===== config.mk =====
export PLATFORM = sky130hd
export DESIGN_NAME = snoop_cache
export DESIGN_NICKNAME = d
export VERILOG_FILES = /design/src/rtl/cache_pkg.sv /design/src/rtl/cache_line_store.sv /design/src/rtl/snoop_cache.sv
export SDC_FILE = /design/constraint.sdc
export NUM_CORES = 1
export LEC_CHECK = 0
export ABC_AREA = 1
export CAP_MARGIN = 30
export CORE_MARGIN = 10
export CORE_UTILIZATION = 40
export DETAILED_ROUTE_END_ITERATION = 8
export PLACE_DENSITY = 0.57
export SLEW_MARGIN = 25
export SYNTH_ARGS = -nofsm -noshare
export SYNTH_HDL_FRONTEND = slang
export SYNTH_SLANG_ARGS = --single-unit

===== constraint.sdc =====
create_clock -name clock_i -period 6 [get_ports clock_i]
set_input_delay 0.6 -clock clock_i [delete_from_list [all_inputs] [get_ports clock_i]]
set_output_delay 0.6 -clock clock_i [all_outputs]
set_load 0.01 [all_outputs]

===== src/rtl/cache_pkg.sv =====
// Shared types and bus-message layout helpers for the snooping cache.
// The message layout is {id, op, addr}, with addr in the low bits.
package cache_pkg;

  typedef enum logic {
    BUS_READ  = 1'b0,
    BUS_WRITE = 1'b1
  } bus_op_e;

  typedef enum logic [1:0] {
    ST_IDLE,
    ST_SEND,
    ST_RESP
  } state_e;

  function automatic int unsigned msg_width(input int unsigned id_w, input int unsigned addr_w);
    return id_w + 1 + addr_w;
  endfunction

  function automatic int unsigned msg_op_bit(input int unsigned addr_w);
    return addr_w;
  endfunction

  function automatic int unsigned msg_id_lsb(input int unsigned addr_w);
    return addr_w + 1;
  endfunction

endpackage


===== src/rtl/cache_line_store.sv =====
// Direct-mapped valid/tag/data arrays with one lookup+write port and one snoop-invalidate port.
// When a snoop invalidate and a local write land on the same edge, the write wins.
module cache_line_store
  import cache_pkg::*;
#(
  parameter int unsigned SET_COUNT  = 4,
  parameter int unsigned ADDR_WIDTH = 8,
  parameter int unsigned LINE_WIDTH = 32
) (
  input  logic                  clock_i,
  input  logic                  reset_i,
  input  logic [ADDR_WIDTH-1:0] lookup_addr_i,
  output logic                  lookup_hit_o,
  output logic [LINE_WIDTH-1:0] lookup_data_o,
  input  logic                  wr_en_i,
  input  logic [LINE_WIDTH-1:0] wr_data_i,
  input  logic                  inv_en_i,
  input  logic [ADDR_WIDTH-1:0] inv_addr_i
);

  localparam int unsigned IdxW = $clog2(SET_COUNT);
  localparam int unsigned TagW = ADDR_WIDTH - IdxW;

  logic [SET_COUNT-1:0]  valid_q, valid_d;
  logic [TagW-1:0]       tag_q  [SET_COUNT];
  logic [LINE_WIDTH-1:0] data_q [SET_COUNT];

  logic [IdxW-1:0] lk_idx, inv_idx;
  logic [TagW-1:0] lk_tag, inv_tag;
  logic            inv_match;

  assign lk_idx  = lookup_addr_i[IdxW-1:0];
  assign lk_tag  = lookup_addr_i[ADDR_WIDTH-1:IdxW];
  assign inv_idx = inv_addr_i[IdxW-1:0];
  assign inv_tag = inv_addr_i[ADDR_WIDTH-1:IdxW];

  assign inv_match = inv_en_i && valid_q[inv_idx] && (tag_q[inv_idx] == inv_tag);

  // A lookup racing an invalidate of the same line must report a miss.
  assign lookup_hit_o  = valid_q[lk_idx] && (tag_q[lk_idx] == lk_tag) &&
                         !(inv_match && (inv_idx == lk_idx));
  assign lookup_data_o = data_q[lk_idx];

  always_comb begin
    valid_d = valid_q;
    if (inv_match) valid_d[inv_idx] = 1'b0;
    if (wr_en_i)   valid_d[lk_idx]  = 1'b1;
  end

  always_ff @(posedge clock_i) begin
    if (reset_i) valid_q <= '0;
    else         valid_q <= valid_d;
  end

  always_ff @(posedge clock_i) begin
    if (wr_en_i) begin
      tag_q[lk_idx]  <= lk_tag;
      data_q[lk_idx] <= wr_data_i;
    end
  end

endmodule


===== src/rtl/snoop_cache.sv =====
// Write-invalidate snooping cache: request FSM, bus transmit register and response registers.
// Snoop decode runs every cycle regardless of FSM state.
module snoop_cache
  import cache_pkg::*;
#(
  parameter int unsigned SET_COUNT   = 4,
  parameter int unsigned ADDR_WIDTH  = 8,
  parameter int unsigned LINE_WIDTH  = 32,
  parameter int unsigned ID_WIDTH    = 2,
  parameter int unsigned ID          = 0,
  parameter int unsigned BCAST_READS = 0
) (
  input  logic                         clock_i,
  input  logic                         reset_i,
  input  logic                         req_valid_i,
  output logic                         req_ready_o,
  input  logic                         req_write_i,
  input  logic [ADDR_WIDTH-1:0]        req_addr_i,
  input  logic [LINE_WIDTH-1:0]        req_data_i,
  output logic                         resp_valid_o,
  output logic                         resp_hit_o,
  output logic [LINE_WIDTH-1:0]        resp_data_o,
  output logic                         bus_tx_valid_o,
  input  logic                         bus_tx_ready_i,
  output logic [ID_WIDTH+ADDR_WIDTH:0] bus_tx_msg_o,
  input  logic                         bus_rx_valid_i,
  input  logic [ID_WIDTH+ADDR_WIDTH:0] bus_rx_msg_i
);

  localparam int unsigned MsgW  = msg_width(ID_WIDTH, ADDR_WIDTH);
  localparam int unsigned OpBit = msg_op_bit(ADDR_WIDTH);
  localparam int unsigned IdLsb = msg_id_lsb(ADDR_WIDTH);
  localparam logic [ID_WIDTH-1:0] IdBits = ID_WIDTH'(ID);

  if (ID >= (32'd1 << ID_WIDTH)) begin : g_bad_id
    $error("snoop_cache: ID does not fit in ID_WIDTH");
  end
  if (SET_COUNT < 2 || (SET_COUNT & (SET_COUNT - 1)) != 0) begin : g_bad_sets
    $error("snoop_cache: SET_COUNT must be a power of two >= 2");
  end

  state_e                state_q;
  logic                  req_ready_q;
  logic                  resp_valid_q, resp_hit_q;
  logic [LINE_WIDTH-1:0] resp_data_q;
  logic                  tx_valid_q;
  logic [MsgW-1:0]       tx_msg_q;

  logic                  accept;
  logic                  lookup_hit;
  logic [LINE_WIDTH-1:0] lookup_data;
  logic [ID_WIDTH-1:0]   rx_id;
  bus_op_e               rx_op, tx_op;
  logic                  snoop_inv;

  assign rx_id     = bus_rx_msg_i[IdLsb +: ID_WIDTH];
  assign rx_op     = bus_op_e'(bus_rx_msg_i[OpBit]);
  assign snoop_inv = bus_rx_valid_i && (rx_op == BUS_WRITE) && (rx_id != IdBits);

  assign accept = req_valid_i && req_ready_q;
  assign tx_op  = req_write_i ? BUS_WRITE : BUS_READ;

  cache_line_store #(
    .SET_COUNT (SET_COUNT),
    .ADDR_WIDTH(ADDR_WIDTH),
    .LINE_WIDTH(LINE_WIDTH)
  ) u_store (
    .clock_i      (clock_i),
    .reset_i      (reset_i),
    .lookup_addr_i(req_addr_i),
    .lookup_hit_o (lookup_hit),
    .lookup_data_o(lookup_data),
    .wr_en_i      (accept && req_write_i),
    .wr_data_i    (req_data_i),
    .inv_en_i     (snoop_inv),
    .inv_addr_i   (bus_rx_msg_i[ADDR_WIDTH-1:0])
  );

  // The response is captured at acceptance so later snoops cannot alter a read's result.
  always_ff @(posedge clock_i) begin
    if (reset_i) begin
      state_q      <= ST_IDLE;
      req_ready_q  <= 1'b0;
      resp_valid_q <= 1'b0;
      resp_hit_q   <= 1'b0;
      resp_data_q  <= '0;
      tx_valid_q   <= 1'b0;
      tx_msg_q     <= '0;
    end else begin
      unique case (state_q)
        ST_IDLE: begin
          if (accept) begin
            req_ready_q <= 1'b0;
            resp_hit_q  <= req_write_i | lookup_hit;
            resp_data_q <= req_write_i ? req_data_i : (lookup_hit ? lookup_data : '0);
            if (req_write_i || (BCAST_READS != 0)) begin
              state_q    <= ST_SEND;
              tx_valid_q <= 1'b1;
              tx_msg_q   <= {IdBits, tx_op, req_addr_i};
            end else begin
              state_q      <= ST_RESP;
              resp_valid_q <= 1'b1;
            end
          end else begin
            req_ready_q <= 1'b1;
          end
        end
        ST_SEND: begin
          if (bus_tx_ready_i) begin
            tx_valid_q   <= 1'b0;
            state_q      <= ST_RESP;
            resp_valid_q <= 1'b1;
          end
        end
        ST_RESP: begin
          resp_valid_q <= 1'b0;
          req_ready_q  <= 1'b1;
          state_q      <= ST_IDLE;
        end
        default: state_q <= ST_IDLE;
      endcase
    end
  end

  assign req_ready_o    = req_ready_q;
  assign resp_valid_o   = resp_valid_q;
  assign resp_hit_o     = resp_hit_q;
  assign resp_data_o    = resp_data_q;
  assign bus_tx_valid_o = tx_valid_q;
  assign bus_tx_msg_o   = tx_msg_q;

endmodule


Yosys cells after proc, flatten, opt, wreduce, memory -nomap -nowiden
Memory sizes are Yosys's and may differ from the RTL's.
Index checks and enable logic that the tools add are counted.
- bits of input ports: 57
- word-level logic and storage cells: 77
- memory bits (writable): 152
- memories: 2
- bits in registers: 51
- output and inout port bits: 47
- multiplexer cells: 28
- reduce and logical (&&, ||, !) cells: 22
- bitwise gates (word level): 4
- eq/ne operators: 9
- $lt $le $gt $ge: 4
- memories (memory ; words ; width ; read ports ; clocked after Yosys merged registers in ; wr ports ; line ; RTL):
    u_store.data_q ; 4 ; 32 ; 1 ; 0 ; 1 ; cache_line_store.sv:26 ; logic [LINE_WIDTH-1:0] data_q [SET_COUNT];
    u_store.tag_q ; 4 ; 6 ; 2 ; 0 ; 1 ; cache_line_store.sv:25 ; logic [TagW-1:0] tag_q [SET_COUNT];
- operators with widths (cell ; count):
    32-bit two-way mux ; 2
    1-bit two-way mux ; 13
    6-bit == test ; 2
    1-bit logical AND ; 11
    4-bit two-way mux ; 2
    2-bit != test (second input constant) ; 4
    4-bit AND reduction ; 2
    2-bit by 3-bit < comparator with 1-bit output (second input constant) ; 2
    2-bit two-way mux ; 3
    2-bit nonzero test ; 3
    4-bit bitwise AND ; 1
    1-bit binary-select mux with 2-bit select ; 2
    1-bit demux with 2-bit select ; 2
    2-bit by 1-bit >= comparator with 1-bit output (second input constant) ; 2
    4-bit NOT ; 1
    4-bit bitwise OR ; 1
    1-bit case mux with 2 select lines ; 2
    2-bit case mux with 2 select lines ; 1
    2-bit AND reduction ; 2
    1-bit case mux with 3 select lines ; 1
    3-bit AND reduction ; 1
    3-bit nonzero test ; 1
    2-bit by 1-bit == test with 1-bit output (second input constant) ; 1
    2-bit == test ; 1
    4 further kinds ; 4

Longest topological paths before layout
Gate-level depths: netlist of run 1.
- depth after elaboration: 9
- depth in mapped cells: 17
- mapped depth without buffers: 15

Hierarchy
From an unflattened synthesis of run 1, not the netlist that was laid out.
- cells, all modules: 740
- area total of the unflattened synthesis: 8400.6 sq um
- modules (own cells, without submodules) (module ; seq. area each (sq um) ; area an instance (sq um) ; times used ; cells an instance):
    cache_line_store ; 4644.5 ; 6203.4 ; 1 ; 461
    snoop_cache ; 940.9 ; 2197.1 ; 1 ; 279

Least setup slack after synthesis of run 1
No wires, ideal clock.
- kind: input to register
- start: in req_addr_i[1]
- end: mem u_store.data_q[2][0] (enable)
- path slack: 2.516 ns
- stages on the path: 7
- data arrival time: 3.049 ns
- path buffers: 3
- library setup time: 0.435 ns
- cell sequence: buf_4 > inv_1 > nor2_2 > buf_2 > buf_2 > inv_1 > nor2_1
- RTL lines (element ; line ; RTL):
    start: declaration ; snoop_cache.sv:18 ; input logic [ADDR_WIDTH-1:0] req_addr_i,
    end: declaration ; cache_line_store.sv:26 ;
Straight into the memory's write port.

Final worst setup path of run 1
- start: in req_addr_i[1]
- end: reg resp_data_q[23] (netlist: resp_data_o[23])
- word-level cells in the longest chain between the ends: 6
- ends and longest elaborated chain (element ; line ; RTL):
    memory read 4 x 6 bit, or another cell as far along ; -- ;
    6-bit == test, or another cell as far along ; cache_line_store.sv:40 ; assign lookup_hit_o = valid_q[lk_idx] && (tag_q[lk_idx] == lk_tag) &&
    1-bit logical AND or 1-bit logical NOT (tied branches) ; cache_line_store.sv:40, cache_line_store.sv:41 ;
    1-bit logical AND ; cache_line_store.sv:40 ;
    32-bit two-way mux * (2 in a row) ; snoop_cache.sv:95 ; resp_data_q <= req_write_i ? req_data_i : (lookup_hit ? lookup_data : '0);
    end signal: assignment ; snoop_cache.sv:95 ;
    end: declaration ; snoop_cache.sv:45 ; logic [LINE_WIDTH-1:0] resp_data_q;
Mark *: on every way between the ends. The rest lies on a longest branch, timed or not. The select of a mux whose other input is x is not followed.
A chain may end at the register's enable or synchronous reset.

==> results by group, run 1 <==
Status
  • Run status: finished, final reports clean

Critical path
  • R2r startpoint: u_store.tag_q[3][0]
  • Worst Setup SP: req_addr_i[1]
  • CP Capture Type: flop
  • CP Launch Type: primary input
  • Arrival time worst endpoint: 3.81 ns
  • Setup Crit Path Kind: in -> reg
  • CP Max Fanout: 33
  • WP data required: 6.44 ns

Flow run
  • Total of max-cap violations: 0

GRT
  • Met3 usage: 3.12%
  • Largest net degree at the start of global routing: 41
  • Grt met2 use: 25.4%
  • GRT Total Usage: 15.6%
  • Antenna violations before repair: 0
  • Gr busiest metal: met2
  • Global-route wire length before repair: 33500 microns
  • Vias in the first global route: 6063
  • GRT overflow: 0
  • Met1 GRT Util: 20.8%

Finish
  • # diodes: 0
  • Commonest non-fill, non-tap cells in the layout: nand2_1 (285), edfxtp_1 (152), clkdlybuf4s50_1 (100), dfxtp_1 (51)
  • P&R area growth vs syn: 23.4%
  • Finished Cell Area: 10200 sq um
  • Most common cell after layout, fill and taps aside: nand2_1
  • Layout cells sized above 1: 6.19%
  • Non-Filler Instances: 1174
  • NumNets Final: 945
  • Final Util: 50.2%
  • Fill cell count: 1883

Place
  • PortBufs: 101
  • Gpl congestion: 0.795
  • Placed cells: 1134
  • DPL Wire Length: 12900 microns
  • DP Area: 9510 sq um

Timing
  • Final setup viols: 0
  • Final Skew: 0.0126 ns
  • Max Slew Vio Count: 0
  • Final hold vios: 0
  • Unrepaired setup endpoints after global routing: false
  • Max transition margin: 37.1%
  • Fmax: 297 MHz
  • Post-layout minimum cycle time: 3.37 ns
  • Fin Setup TNS: 0 ns
  • Final critical-path share of the clock period: 56.2%
  • Slew @ Worst Pin: 0.941 ns

Route
  • Iteration-0 DRC Markers: 391
  • Antenna-violating nets left: 0
  • Via density: 5.02
  • Drt pass-1 iters: 5
  • DR WL/cell: 18.1 microns
  • DRC: 0
  • Drt total wl: 21200 microns
  • Vias: 5895

Die
  • Die area: 26700 sq um
  • Initial Utilization: 40.7%
  • Die width: 164 microns
  • Rows: 52
  • Core Area: 20200 sq um
  • Number of I/O pins: 104
  • Die height: 164 microns

Logic synthesis
  • Post-Syn Area: 8240 sq um
  • Synth unique cells: 28
  • Syn Inst Count: 791
  • Avg Inst Size Synth: 10.4 sq um
  • YS warnings: 0
  • FF+latch count, synth: 203
  • Register area share after synthesis: 67.8%

Min path
  • Hold Crit Start: resp_data_o[29]
  • Min-delay worst type: reg -> reg

Clock tree
  • Max Root-Sink Buffers: 3
  • CTS tree: done
  • # clock sinks: 203
  • Hold_buf cts: 0
  • Clock root cell: clkbuf_16
  • CTS Buf Count: 22
  • H-tree levels: 1
  • PostCTS Resize Cnt: 0
  • Worst skew pair latency: 0.51 ns
  • Post-CTS Setup Bufs: 0
  • Worst-path clk slew: 0.06 ns

Pwr
  • Design Power: 3.02 mW
  • Peak VDD IR: 0.000172 V
  • Pwr Density: 298 nW/um^2
  • Leakage Power: 3.73 nW
## path summary, 6_finish.rpt
| check | endpoint | slack (ns) | depth (start not counted) |
|---|---|---|---|
| worst max-delay path | resp_data_o[23] | 2.63 | 13 |
| worst min-delay path | resp_data_o[29] | 0.45 | 2 |
| worst max register to register | resp_data_o[23] | 3.75 | 14 |
| worst min register to register | resp_data_o[29] | 0.45 | 2 |
## stage by stage
| stage | setup slack (ns) | hold slack (ns) |
|---|---|---|
| after detailed placement | 2.17 | 0.439 |
| final | 2.63 | 0.452 |
| after global routing | 2.40 | 0.464 |
| after global placement | 2.14 | 0.441 |
| after CTS | 2.66 | 0.455 |
| after floorplan | 2.52 | 0.464 |
## critical path, stage by stage
cell and delay, ns:
clkdlybuf4s50_1 0.75, nand2_1 0.30, inv_1 0.56, nand2_1 0.12, nand3_1 0.13, o21ai_1 0.07, nor2_1 0.09, nand2_1 0.06
nor2_1 0.11, nand2_1 0.08, nand2_2 0.58, nand3_1 0.25, nand2_1 0.12
## synthesized netlist by cell type (all sizes together)
cell type	count	area, sq um
clkbuf	22	82.6
a221oi	6	52.6
xor2	1	8.76
o21a	1	7.51
nand3b	2	15.0
a211oi	6	45.0
a21oi	44	220
clkinv	1	3.75
o21ai	19	95.1
o21bai	1	7.51
a41oi	26	228
o211ai	1	7.51
inv	35	131
nor2	61	241
nand4	2	12.5
edfxtp	152	4560
nand2	286	1080
buf	21	155
nor3	2	10.0
nand3	50	250
conb	1	3.75
dfxtp	51	1020
## flip-flops by register name (all words and copies together) (netlist names)
name / flops
state_q: 2
bus_tx_valid_o: 1
resp_hit_o: 1
req_ready_o: 1
resp_data_o: 32
u_store.data_q: 128
u_store.tag_q: 24
u_store.valid_q: 4
bus_tx_msg_o: 9
resp_valid_o: 1
## cell type report
class                   instances  area [sq um]  area share (%)
flip-flops and latches        203          5590            54.9
inverters                      36           135            1.33
repair buffers                115          1110            10.9
multi-input cells             510          2340            23.1
well taps                     270           338            3.32
clock inverters                 8          43.8           0.431
clock buffers                  32           608            5.98
## per-layer routing
layer	wire length (microns)	part of all wire (%)
met1	9760	46
met2	9780	46
met3	1320	6.2
met4	332	1.6
met5	0	0
## report_power, final
group / total, mW / internal (mW) / switching, mW
logic: 0.246 / 0.0972 / 0.149
clock network: 1.23 / 0.702 / 0.532
registers: 1.54 / 1.53 / 0.0106
total: 3.02 / 2.33 / 0.691
## logic make-up (layout without fill, tap and decap cells)
kind of cell,count (synthesis),after routing,share of synthesized area [%]
xor gates and xnor gates,1,1,0.106
buffers and inverters,79,191,4.53
and+or+nand+nor,403,403,19.5
other,1,2,0.0455
AOI/OAI and AO/OA,104,104,8.05
DFF,203,203,67.8
No activity file was read; power rests on OpenSTA's default activity.
==> inputs of run 2 (changes only) <==
--- a/config.mk
+++ b/config.mk
@@ -10,7 +10,7 @@
 export CORE_MARGIN = 10
 export CORE_UTILIZATION = 40
 export DETAILED_ROUTE_END_ITERATION = 8
-export PLACE_DENSITY = 0.57
+export PLACE_DENSITY = 0.59
 export SLEW_MARGIN = 25
 export SYNTH_ARGS = -nofsm -noshare
 export SYNTH_HDL_FRONTEND = slang
==> constraint.sdc (replaced) <==
create_clock -name clock_i -period 3 [get_ports clock_i]
set_input_delay 0.3 -clock clock_i [delete_from_list [all_inputs] [get_ports clock_i]]
set_output_delay 0.3 -clock clock_i [all_outputs]
set_load 0.01 [all_outputs]
==> results by group, run 2 (synthesis results as in run 1) <==
Route
  • Iteration-0 DRC Markers: 392 (+0.26%)
  • Via density: 5.05 (+0.63%)
  • Drt total wl: 21300 microns (+0.59%)
  • DR WL/cell: 17.9 microns (-0.77%)
  • DRC: 0 (unchanged)
  • Vias: 6013 (+2.0%)
  • Antenna-violating nets left: 0 (unchanged)
  • Drt pass-1 iters: 5 (unchanged)

Critical path
  • CP Capture Type: flop
  • WP data required: 3.15 ns (-3.29 ns)
  • Reg2Reg Depth: 13 (-1)
  • Worst path cell trace: clkdlybuf4s50_1, buf_4, nor2_4, buf_4, inv_1, nor2_4, buf_4
  • CP dominant cell by count: buf_4
  • Slowest library cell on the worst path: clkdlybuf4s50_1
  • CP Launch Type: primary input
  • Reg-to-reg endpoint: resp_hit_o
  • Setup Crit Path Kind: in -> reg
  • Buf/Inv on CP: 5 (+3)
  • Worst R2R Setup Slack: 1.21 ns (-2.54 ns)
  • R2r startpoint: u_store.tag_q[2][5]
  • CP Max Fanout: 33 (unchanged)
  • Top Family by Delay on Critical Path: buffers and inverters
  • Max incr delay on CP: 0.49 ns (-0.26 ns)
  • Arrival time worst endpoint: 2.20 ns (-1.61 ns)

Pwr
  • Leakage Power: 3.85 nW (+3.3%)
  • Clk network pwr share: 42.7% (+1.9 points)
  • Combinational share of power: 8.1% (about the same)
  • Internal Power: 4.88 mW (+110%)
  • Reg power frac: 49.1% (-2.0 points)
  • Pwr Density: 606 nW/um^2 (+100%)
  • Peak VDD IR: 0.000340 V (+98%)
  • Psw: 1.41 mW (+100%)
  • Design Power: 6.29 mW (+110%)
  • Sw Share: 22.4% (-0.44 points)

Die
  • Number of I/O pins: 104 (unchanged)
  • Core Area: 20200 sq um (unchanged)
  • Die area: 26700 sq um (unchanged)
  • Initial Utilization: 40.7% (unchanged)
  • Die width: 164 microns (unchanged)
  • Die height: 164 microns (unchanged)
  • Rows: 52 (unchanged)

Flow run
  • Total of max-cap violations: 0 (unchanged)

Clock tree
  • Post-CTS Setup Bufs: 0 (unchanged)
  • Worst skew pair latency: 0.51 ns (about the same)
  • Max Root-Sink Buffers: 3 (unchanged)
  • Worst-path clk slew: 0.06 ns (about the same)
  • Clock root cell: clkbuf_16
  • CTS tree: done
  • PostCTS Resize Cnt: 0 (unchanged)
  • H-tree levels: 1 (unchanged)
  • # clock sinks: 203 (unchanged)
  • Hold_buf cts: 0 (unchanged)
  • CTS Buf Count: 23 (+4.5%)

GRT
  • Largest net degree at the start of global routing: 40 (-2.4%)
  • Gr busiest metal: met2
  • Met1 GRT Util: 20.4% (-0.41 points)
  • Met3 usage: 2.89% (-0.23 points)
  • GRT overflow: 0 (unchanged)
  • Grt met2 use: 26.4% (+0.96 points)
  • Antenna violations before repair: 0 (unchanged)
  • GRT Total Usage: 15.8% (+0.16 points)
  • Vias in the first global route: 6046 (-0.28%)
  • Global-route wire length before repair: 33800 microns (+1.1%)

Finish
  • Number of flip-flops in the largest register: 128 (unchanged)
  • Layout cells sized above 1: 8.49% (+2.3 points)
  • P&R area growth vs syn: 26.0%
  • NumNets Final: 959 (+1.5%)
  • Fill cell count: 1836 (-2.5%)
  • Most common cell after layout, fill and taps aside: nand2_1
  • Commonest non-fill, non-tap cells in the layout: nand2_1 (285), edfxtp_1 (152), clkdlybuf4s50_1 (100), nor2_1 (51), dfxtp_1 (51)
  • Top reg by flops: u_store.data_q
  • Non-Filler Instances: 1190 (+1.4%)

Timing
  • Fin Setup TNS: 0 ns (unchanged)
  • Final critical-path share of the clock period: 68.0%
  • Final hold vios: 0 (unchanged)
  • Final Skew: 0.0171 ns (+0.00453 ns)
  • Tightest hold margin: 0.449 ns (-0.00254 ns)
  • Setup slack after layout: 0.959 ns (-1.67 ns)
  • Max Slew Vio Count: 0 (unchanged)
  • Unrepaired setup endpoints after global routing: false
  • Fmax: 490 MHz
  • Post-layout minimum cycle time: 2.04 ns
  • Final setup viols: 0 (unchanged)

Place
  • DPL Wire Length: 13600 microns (+4.8%)
  • Placed cells: 1147 (+1.1%)
  • Post-Place Worst Slack: 0.436 ns (-1.74 ns)
  • Gpl congestion: 0.877 (+10%)
  • PortBufs: 101 (unchanged)

Status
  • Run status: finished, final reports clean

Min path
  • Worst Hold Depth: 2 (unchanged)
  • Min-delay worst type: reg -> reg
  • Hold Crit Start: resp_data_o[16]
  • Hold endpoint: resp_data_o[16]
## run 2: layout make-up
cell class | count | area (sq um) | share of cell area (%)
inverter | 36 | 135 | 1.30
clock buffer | 33 | 653 | 6.29
clock inverter | 9 | 76.3 | 0.735
tap | 270 | 338 | 3.25
sequential | 203 | 5590 | 53.8
antenna | 1 | 2.50 | 0.0241
multi-input combinational | 510 | 2340 | 22.6
timing repair buffer | 128 | 1250 | 12.0
## run 2: stage by stage
stage	instance area, sq um	utilization, %
final	10400	51.3
after global routing	10400	51.3
after CTS	10400	51.3
after detailed placement	9650	47.7
after global placement	9650	47.7
after floorplan	8250	-
## run 2: power by group through the flow
| stage | registers (mW) | clock network, mW | logic, mW |
|---|---|---|---|
| floorplan | 3.16 | 0 | 0.243 |
| global placement | 3.15 | 0 | 0.512 |
| detailed placement | 3.15 | 0 | 0.513 |
| CTS | 3.09 | 2.74 | 0.516 |
| global route | 3.09 | 2.86 | 0.569 |
| finish | 3.09 | 2.69 | 0.511 |
## run 2: worst reg2reg max path: cells and delay by family (launching register included)
kind | cells | cell delay (ns)
and+or+nand+nor | 11 | 0.90
DFF | 1 | 0.42
buffers and inverters | 1 | 0.23
AOI/OAI and AO/OA | 1 | 0.13
## run 2: worst max path at each step
stage,from,to,slack (ns),cells past startpoint
floorplan,req_ready_o,u_store.data_q[3][0],0.25,4
global placement,req_addr_i[0],u_store.data_q[2][7],0.47,7
detailed placement,req_addr_i[0],u_store.tag_q[0][5],0.44,7
CTS,req_addr_i[0],u_store.data_q[0][16],0.95,7
global route,req_addr_i[0],resp_data_o[5],0.83,15
finish,req_addr_i[0],u_store.data_q[0][16],0.96,7
## run 2: metal layers
layer	up-vias	part of all wire [%]
met3	41	6.9
met5	-	0
met4	0	2.6
li1	2934	-
met2	190	47
met1	2848	44
